<file path="src/rtl/bp_pkg.sv">
// Shared types and helpers for the gshare next-PC predictor: sizes, counter
// encodings, BTB entry layout and saturating counter arithmetic.
package bp_pkg;

   localparam int IDX_BITS = 5;
   localparam int BHR_BITS = 5;
   localparam int TAG_BITS = 32 - IDX_BITS - 2;

   localparam logic [1:0] SNT = 2'd0;
   localparam logic [1:0] WNT = 2'd1;
   localparam logic [1:0] WT  = 2'd2;
   localparam logic [1:0] ST  = 2'd3;

   typedef struct packed {
      logic                valid;
      logic                uncond;
      logic [TAG_BITS-1:0] tag;
      logic [31:0]         target;
   } btb_entry;

   function automatic logic [1:0] sat_inc(input logic [1:0] c);
      return (c == ST) ? ST : c + 2'd1;
   endfunction

   function automatic logic [1:0] sat_dec(input logic [1:0] c);
      return (c == SNT) ? SNT : c - 2'd1;
   endfunction

endpackage

</file>
<file path="src/rtl/gshare_branch_predictor_if.sv">
// Fetch-side prediction and EX-side training signals of the branch predictor.
interface gshare_branch_predictor_if #(
   parameter int BHR_BITS = bp_pkg::BHR_BITS
);
   logic [31:0]         if_pc;
   logic                if_stall;
   logic                pred_taken;
   logic [31:0]         pred_next_pc;
   logic [BHR_BITS-1:0] pred_bhr;

   logic                upd_valid;
   logic [31:0]         upd_pc;
   logic                upd_is_branch;
   logic                upd_taken;
   logic [31:0]         upd_target;
   logic [BHR_BITS-1:0] upd_bhr;
   logic                upd_mispredict;

   modport master (
      output if_pc, if_stall, upd_valid, upd_pc, upd_is_branch, upd_taken,
             upd_target, upd_bhr, upd_mispredict,
      input  pred_taken, pred_next_pc, pred_bhr
   );

   modport slave (
      input  if_pc, if_stall, upd_valid, upd_pc, upd_is_branch, upd_taken,
             upd_target, upd_bhr, upd_mispredict,
      output pred_taken, pred_next_pc, pred_bhr
   );
endinterface

</file>
<file path="src/rtl/bp_btb.sv">
// Direct-mapped branch target buffer: asynchronous read, synchronous write,
// synchronous clear of every entry on reset.
module bp_btb
   import bp_pkg::*;
#(
   parameter int IDX_BITS = bp_pkg::IDX_BITS
) (
   input  logic                clk,
   input  logic                reset,
   input  logic [IDX_BITS-1:0] rd_idx,
   output btb_entry            rd_entry,
   input  logic                wr_en,
   input  logic [IDX_BITS-1:0] wr_idx,
   input  btb_entry            wr_entry
);
   localparam int ENTRIES = 1 << IDX_BITS;

   btb_entry mem [ENTRIES];

   always_ff @(posedge clk) begin
      if (reset) begin
         for (int i = 0; i < ENTRIES; i++) mem[i] <= '0;
      end else if (wr_en) begin
         mem[wr_idx] <= wr_entry;
      end
   end

   // Same-cycle read of the entry being written sees the old contents.
   assign rd_entry = mem[rd_idx];

endmodule

</file>
<file path="src/rtl/gshare_branch_predictor.sv">
// Gshare next-PC predictor for the IF stage: BTB + 2-bit PHT + global history,
// trained from EX. BHR_BITS must be at least 2 and no larger than IDX_BITS.
module gshare_branch_predictor
   import bp_pkg::*;
#(
   parameter int IDX_BITS = bp_pkg::IDX_BITS,
   parameter int BHR_BITS = bp_pkg::BHR_BITS
) (
   input logic clk,
   input logic reset,
   gshare_branch_predictor_if.slave bp
);
   localparam int ENTRIES = 1 << IDX_BITS;

   logic [BHR_BITS-1:0] bhr;
   logic [1:0]          pht [ENTRIES];

   logic [IDX_BITS-1:0] rd_idx, pht_rd_idx, upd_idx, pht_upd_idx;
   btb_entry            rd_entry, wr_entry;
   logic                hit, cond_hit, taken, wr_en;
   logic [3:0]          unused_pc_lsbs;

   assign rd_idx      = bp.if_pc[IDX_BITS+1:2];
   assign upd_idx     = bp.upd_pc[IDX_BITS+1:2];
   assign pht_rd_idx  = rd_idx ^ IDX_BITS'(bhr);
   assign pht_upd_idx = upd_idx ^ IDX_BITS'(bp.upd_bhr);
   assign unused_pc_lsbs = {bp.if_pc[1:0], bp.upd_pc[1:0]};

   bp_btb #(.IDX_BITS(IDX_BITS)) u_btb (
      .clk      (clk),
      .reset    (reset),
      .rd_idx   (rd_idx),
      .rd_entry (rd_entry),
      .wr_en    (wr_en),
      .wr_idx   (upd_idx),
      .wr_entry (wr_entry)
   );

   assign hit      = rd_entry.valid && (rd_entry.tag == bp.if_pc[31:IDX_BITS+2]);
   assign cond_hit = hit && !rd_entry.uncond;
   assign taken    = hit && (rd_entry.uncond || pht[pht_rd_idx][1]);

   assign bp.pred_taken   = taken;
   assign bp.pred_next_pc = taken ? rd_entry.target : bp.if_pc + 32'd4;
   assign bp.pred_bhr     = bhr;

   // Only taken outcomes allocate, so not-taken branches never evict a jump.
   assign wr_en = bp.upd_valid && bp.upd_taken;
   always_comb begin
      wr_entry        = '0;
      wr_entry.valid  = 1'b1;
      wr_entry.uncond = !bp.upd_is_branch;
      wr_entry.tag    = bp.upd_pc[31:IDX_BITS+2];
      wr_entry.target = bp.upd_target;
   end

   // A mispredict restores the history snapshot that travelled with the
   // instruction, so the repair wins over the speculative shift.
   always_ff @(posedge clk) begin
      if (reset)
         bhr <= '0;
      else if (bp.upd_valid && bp.upd_mispredict && bp.upd_is_branch)
         bhr <= {bp.upd_bhr[BHR_BITS-2:0], bp.upd_taken};
      else if (bp.upd_valid && bp.upd_mispredict)
         bhr <= bp.upd_bhr;
      else if (!bp.if_stall && cond_hit)
         bhr <= {bhr[BHR_BITS-2:0], taken};
   end

   always_ff @(posedge clk) begin
      if (reset) begin
         for (int i = 0; i < ENTRIES; i++) pht[i] <= WNT;
      end else if (bp.upd_valid && bp.upd_is_branch) begin
         pht[pht_upd_idx] <= bp.upd_taken ? sat_inc(pht[pht_upd_idx])
                                          : sat_dec(pht[pht_upd_idx]);
      end
   end

endmodule

</file>
<file path="src/flat_wrapper.sv">
// flat-port wrapper written by rule: the top's interface ports become plain ports
module gshare_branch_predictor_flat import bp_pkg::*;
#(
   parameter int IDX_BITS = bp_pkg::IDX_BITS,
   parameter int BHR_BITS = bp_pkg::BHR_BITS
)
  (clk, reset, bp_if_pc, bp_if_stall, bp_upd_valid, bp_upd_pc, bp_upd_is_branch, bp_upd_taken, bp_upd_target, bp_upd_bhr, bp_upd_mispredict, bp_pred_taken, bp_pred_next_pc, bp_pred_bhr);
  gshare_branch_predictor_if #(.BHR_BITS(BHR_BITS)) bp_i ();
  input logic clk;
  input logic reset;
  input wire logic [$bits(bp_i.if_pc)-1:0] bp_if_pc;
  input wire logic [$bits(bp_i.if_stall)-1:0] bp_if_stall;
  input wire logic [$bits(bp_i.upd_valid)-1:0] bp_upd_valid;
  input wire logic [$bits(bp_i.upd_pc)-1:0] bp_upd_pc;
  input wire logic [$bits(bp_i.upd_is_branch)-1:0] bp_upd_is_branch;
  input wire logic [$bits(bp_i.upd_taken)-1:0] bp_upd_taken;
  input wire logic [$bits(bp_i.upd_target)-1:0] bp_upd_target;
  input wire logic [$bits(bp_i.upd_bhr)-1:0] bp_upd_bhr;
  input wire logic [$bits(bp_i.upd_mispredict)-1:0] bp_upd_mispredict;
  output wire logic [$bits(bp_i.pred_taken)-1:0] bp_pred_taken;
  output wire logic [$bits(bp_i.pred_next_pc)-1:0] bp_pred_next_pc;
  output wire logic [$bits(bp_i.pred_bhr)-1:0] bp_pred_bhr;
  assign bp_i.if_pc = bp_if_pc;
  assign bp_i.if_stall = bp_if_stall;
  assign bp_i.upd_valid = bp_upd_valid;
  assign bp_i.upd_pc = bp_upd_pc;
  assign bp_i.upd_is_branch = bp_upd_is_branch;
  assign bp_i.upd_taken = bp_upd_taken;
  assign bp_i.upd_target = bp_upd_target;
  assign bp_i.upd_bhr = bp_upd_bhr;
  assign bp_i.upd_mispredict = bp_upd_mispredict;
  assign bp_pred_taken = bp_i.pred_taken;
  assign bp_pred_next_pc = bp_i.pred_next_pc;
  assign bp_pred_bhr = bp_i.pred_bhr;
  gshare_branch_predictor #(.IDX_BITS(IDX_BITS), .BHR_BITS(BHR_BITS)) u_core (.clk(clk), .reset(reset), .bp(bp_i));
endmodule
</file>
<file path="config.mk">
export PLATFORM = sky130hd
export DESIGN_NAME = gshare_branch_predictor_flat
export DESIGN_NICKNAME = d
export VERILOG_FILES = /design/src/rtl/bp_pkg.sv /design/src/rtl/gshare_branch_predictor_if.sv /design/src/rtl/bp_btb.sv /design/src/rtl/gshare_branch_predictor.sv /design/src/flat_wrapper.sv
export SDC_FILE = /design/constraint.sdc
export NUM_CORES = 2
export LEC_CHECK = 0
export ABC_AREA = 1
export BUFFER_PORTS_ARGS = -buffer_cell sky130_fd_sc_hd__buf_4
export CORE_ASPECT_RATIO = 1.2
export CORE_MARGIN = 2
export CORE_UTILIZATION = 35
export CTS_BUF_LIST = sky130_fd_sc_hd__clkbuf_16
export CTS_CLUSTER_DIAMETER = 200
export DETAILED_ROUTE_END_ITERATION = 6
export GPL_ROUTABILITY_DRIVEN = 1
export SETUP_SLACK_MARGIN = 0.15
export SYNTH_ARGS = -nofsm -noshare
export SYNTH_HDL_FRONTEND = slang
export SYNTH_SLANG_ARGS = --single-unit
</file>
<file path="constraint.sdc">
create_clock -name clk -period 4.2 [get_ports clk]
set_input_delay 0.42 -clock clk [delete_from_list [all_inputs] [get_ports clk]]
set_output_delay 0.42 -clock clk [all_outputs]
set_load 0.005 [all_outputs]
</file>
==> flow_results.org <==
** Cells and area
- Filler instances :: 24130
- In the final design database the tool counted slightly above 9000 nets.
- Post-synthesis to final-layout area growth :: 15.73%
- Summing all non-filler instances in the final layout gives an area of 0.1025 sq mm.
- Post-Layout Cell Count :: 12560
- The top cell types in the final layout, fill and taps aside, are nor2_1 (2876), edfxtp_1 (1920), nand2_1 (1264).
- Leaving out fill and tap cells, the most frequent cell in the layout is nor2_1.
- Final standard cell utilization of the core :: 0.4068
- Of the cells placed in the final design, the portion with a size suffix greater than 1 is 0.1101.

** Route
- The first routing iteration left about 11000 violations.
- Wire length per cell after detailed routing :: around 27 microns
- The routed design has between 300000 and 400000 microns of wire.
- In the routed design, unresolved DRC markers number 1.
- For this block, the via count after detailed routing is around 70000.
- In this run the remaining antenna-violating nets after routing total 0.
- Before antenna repair, the detailed router went through 7 iterations.
- Using the TritonRoute via totals, the vias-per-cell ratio works out to approximately 5.7.

** Placement
- Summed over all nets, the half-perimeter wirelength after detailed placement is 188600 microns.
- Worst setup timing slack at the placement stage :: -0.0008531 ns
- Once placement finished, the instance area stood at roughly 0.095 sq mm.
- In this run, placement finished with an instance count of around 12000.
- Buffers placed on the I/O ports in this run total between 100 and 150.
- The congestion estimate from routability-driven global placement came to between 0.9 and 1.

** Synth
- For this run, the leading register cell type out of synthesis is edfxtp_1.
- For this run, the number of Yosys warnings is 0.
- Sequential element share of the synthesized area :: 0.6593
- Counting distinct cell types in the post-synthesis netlist gives 40.
- A synthesized cell averages approximately 9.8 sq um.
- Counting flops and latches in the post-synthesis netlist gives 1957.
- Number of cells produced by synthesis :: 9066
- Number of synthesized flops with an enable pin :: between 1500 and 2000
- Nets in the synthesized netlist :: between 9000 and 10000
- Top post-synthesis cells by area :: edfxtp_1 (65%), nor2_1 (12%), nand2_1 (5.8%)
- Synthesized area :: roughly 0.089 sq mm
- Of the post-synthesis cell area, the dominant cell type holds 0.6509.
- Biggest area consumer among synthesized cells :: edfxtp_1
- Post-synth ARST share :: 0

** Global routing
- The number of global-route vias before repair came to between 60000 and 70000.
- Entering global routing, the biggest net connects between 200 and 250 pins.
- Overflow left after global routing :: 0
- Wire length of the first global-routing pass :: 479000 microns
- Overall Global Routing Usage :: 0.2564
- Number of antenna violations at the first check in global routing :: 14

** STA
- Number of hold-slack violations in the final timing report :: 0
- For the final routed database, the setup TNS stands at 0 ns.
- Slew margin rel. :: 0.1228
- Post-layout minimum cycle time :: 4.042 ns
- Part of the cycle the worst path needs :: 0.9623
- Setup clock skew after layout :: roughly 0.021 ns
- Worst-margin pin slew :: between 1 and 1.5 ns
- For this run, the top clock speed supported by timing is 0.2474 GHz.
- Setup violations remaining at the end of the flow were counted as 0.
- Worst-case setup margin in the final layout :: around 0.16 ns
- Unrepaired setup endpoints after global routing :: yes
- Slew Limit Fails :: 0

** Die
- Die width :: between 400 and 500 microns
- After floorplanning, the core was sized to cover 0.2520 sq mm.
- The initial utilization of the core area, before any placement, comes to 0.3515.
- Die Y :: 555.1 microns
- During I/O placement, the number of pins put on the boundary was between 100 and 150.
- Standard-cell row count :: slightly above 200
- Die footprint :: between 0.2 and 0.3 sq mm

** Worst setup path
- In this run the critical register-to-register path is captured at u_core.bp.pred_bhr[1]$_SDFFE_PP0P_.
- The worst setup path is captured at an output port.
- Delay contributed by the slowest stage of the critical path :: between 0.5 and 0.6 ns
- In this run the register-to-register setup slack is 1.53 ns.
- Most common cell on crit path :: o21ai_0
- Data required time at the worst endpoint :: about 3.8 ns
- Data arrives at the worst endpoint at between 3 and 4 ns.
- Kind of start point of the critical path :: input pin
- Launching point of the worst reg2reg path :: u_core.u_btb.mem[9][52]$_DFFE_PP_
- The cell family contributing the most delay on the critical path is buffers and inverters.
- The number of buffers and inverters on the critical path is 6.
- The slowest stage of the critical path belongs to the cell nor2_1.
- Critical path peak fanout :: 43
- Cell-by-cell listing of the critical path :: buf_8 > inv_8 > buf_12 > buf_12 > o21ai_0 > o22ai_1 > o21ai_0 > a31oi_1 > a221oi_1 > nor2_1 > o21ai_0 > o21ai_1 > buf_6 > buf_4
- Crit Path Category :: input pin to output port
- Number of cells traversed by the worst register-to-register path :: 20

** Min path
- Hold Path Depth :: 5
- The worst hold path belongs to the class input pin to register.
- The worst hold path terminates at u_core.bp.pred_bhr[4]$_SDFFE_PP0P_.
- The worst hold path begins at bp_upd_bhr[4].

** Run status
- Failing checks :: design-rule violations
- Run status :: finished with violations

** Clock tree
- H-tree depth reported by CTS :: 4
- TritonCTS clock tree :: yes
- Clock tree root buffer cell :: clkbuf_16
- Cts bufs inserted :: 200
- Clock buffer depth :: 3
- Skew-Pair Late Insertion Delay :: 0.86 ns
- Clock-pin slew was measured on the worst setup and hold paths at around 0.070 ns.
- For this design, the sink count on the clock tree is roughly 2000.

** Power
- Worst vdd ir :: 0.3765 mV
- The analysis attributes to cell leakage a power of a little under 0.04 uW.
- Power spread over the standard cell area amounts to around 430 mW/mm^2.

** Flow run
- Maxcap violations :: 0
==> stage by stage <==
step | hold WS [ns] | power, uW
floorplan | 0.4270 | 25270
global placement | 0.4371 | 27200
detailed placement | 0.4406 | 27270
CTS | 0.0008946 | 44270
global route | 0.08354 | 45490
finish | 0.06225 | 44370
==> sequential cells by signal, summed over array words and instances, names as in the netlist <==
name,cells
u_core.pht,64
u_core.bp.pred_bhr,5
u_core.u_btb.mem,1888
==> cell type report <==
| class | count | area [sq um] | area share |
|---|---|---|---|
| antenna | 8 | 20.02 | 0.0001953 |
| timing repair buffer | 537 | 5574 | 0.05438 |
| tap | 3366 | 4212 | 0.04109 |
| clock buffer | 201 | 5030 | 0.04907 |
| multi-input combinational | 6031 | 26900 | 0.2624 |
| inverter | 288 | 1125 | 0.01097 |
| sequential | 1957 | 58400 | 0.5698 |
| clock inverter | 170 | 1244 | 0.01213 |
==> Yosys cell counts (2+ instances only) <==
library cell	number
o21ai_1	30
xnor2_1	9
a22oi_1	27
a21oi_1	81
buf_4	10
clkbuf_1	604
o22ai_1	209
nor3_1	24
buf_6	5
o211ai_1	14
dfxtp_1	37
o21ai_0	716
nand3b_1	3
nor2_2	4
nand2_1	1372
a31oi_1	54
edfxtp_1	1920
xor2_1	26
nor2_1	2889
a211oi_1	5
o221ai_1	32
a221oi_1	8
buf_2	151
inv_2	7
nand4_1	18
a221o_1	40
buf_1	20
nand3_1	456
inv_1	280
nor4b_1	2
a32oi_1	4
==> report_power, final <==
| group | switching [uW] | internal [uW] |
|---|---|---|
| logic | 3260 | 1200 |
| clock network | 7930 | 9350 |
| registers | 266 | 22400 |
==> logic make-up (layout without fill, tap and decap cells) <==
logic type / Yosys count / count (layout) / synth area share
flip-flops: 1957 / 1957 / 0.6593
other: 0 / 8 / 0
buffers and inverters: 1078 / 1196 / 0.04866
AND/OR/NAND/NOR: 4774 / 4774 / 0.2103
XOR/XNOR: 35 / 35 / 0.003461
adder cells (fa/ha/maj): 1 / 1 / 0.0001412
AO/OA/AOI/OAI: 1221 / 1221 / 0.07816
==> what timing repair did <==
action,CTS,global route
hold buffers,7,0
resized for setup,48,138
endpoints found under the hold margin,36,0
pin swaps,8,63
setup endpoints to repair,33,32
gates cloned,2,2
buffers inserted,3,5
==> worst register-to-register path: stages (launching register included) <==
cell	delay, ns
edfxtp_1	0.32
nand2_1	0.10
nand2_1	0.09
nand2_1	0.04
a21oi_1	0.27
nor2_2	0.09
nand2_4	0.12
nand2_2	0.07
nand2_2	0.07
nand2_2	0.06
nor2_2	0.08
nand2_1	0.06
nor2_1	0.11
nand2_1	0.12
nor2_4	0.22
buf_4	0.16
buf_4	0.18
nand2_1	0.17
nand3_1	0.11
nand2_1	0.06
nor2_1	0.12
==> metal layers <==
metal | track usage | up-vias | share of wire
li1 | - | 30530 | -
met5 | 0.0001871 | - | 0.00010
met3 | 0.06494 | 993 | 0.13
met2 | 0.3939 | 4999 | 0.45
met4 | 0.1574 | 6 | 0.066
met1 | 0.3247 | 34710 | 0.36
==> worst max path at each step <==
stage                                       start                                end  cells past startpoint
2_1_floorplan                               reset  u_core.u_btb.mem[11][0]$_DFFE_PP_                      6
3_3_place_gp                          bp_if_pc[3]                 bp_pred_next_pc[2]                     20
3_5_place_dp                          bp_if_pc[2]                 bp_pred_next_pc[2]                     21
4_1_cts        u_core.u_btb.mem[15][55]$_DFFE_PP_                bp_pred_next_pc[26]                     18
5_1_grt         u_core.u_btb.mem[9][52]$_DFFE_PP_                bp_pred_next_pc[20]                     20
6_report                              bp_if_pc[3]                bp_pred_next_pc[20]                     14
No activity file was read; power rests on OpenSTA's default activity.
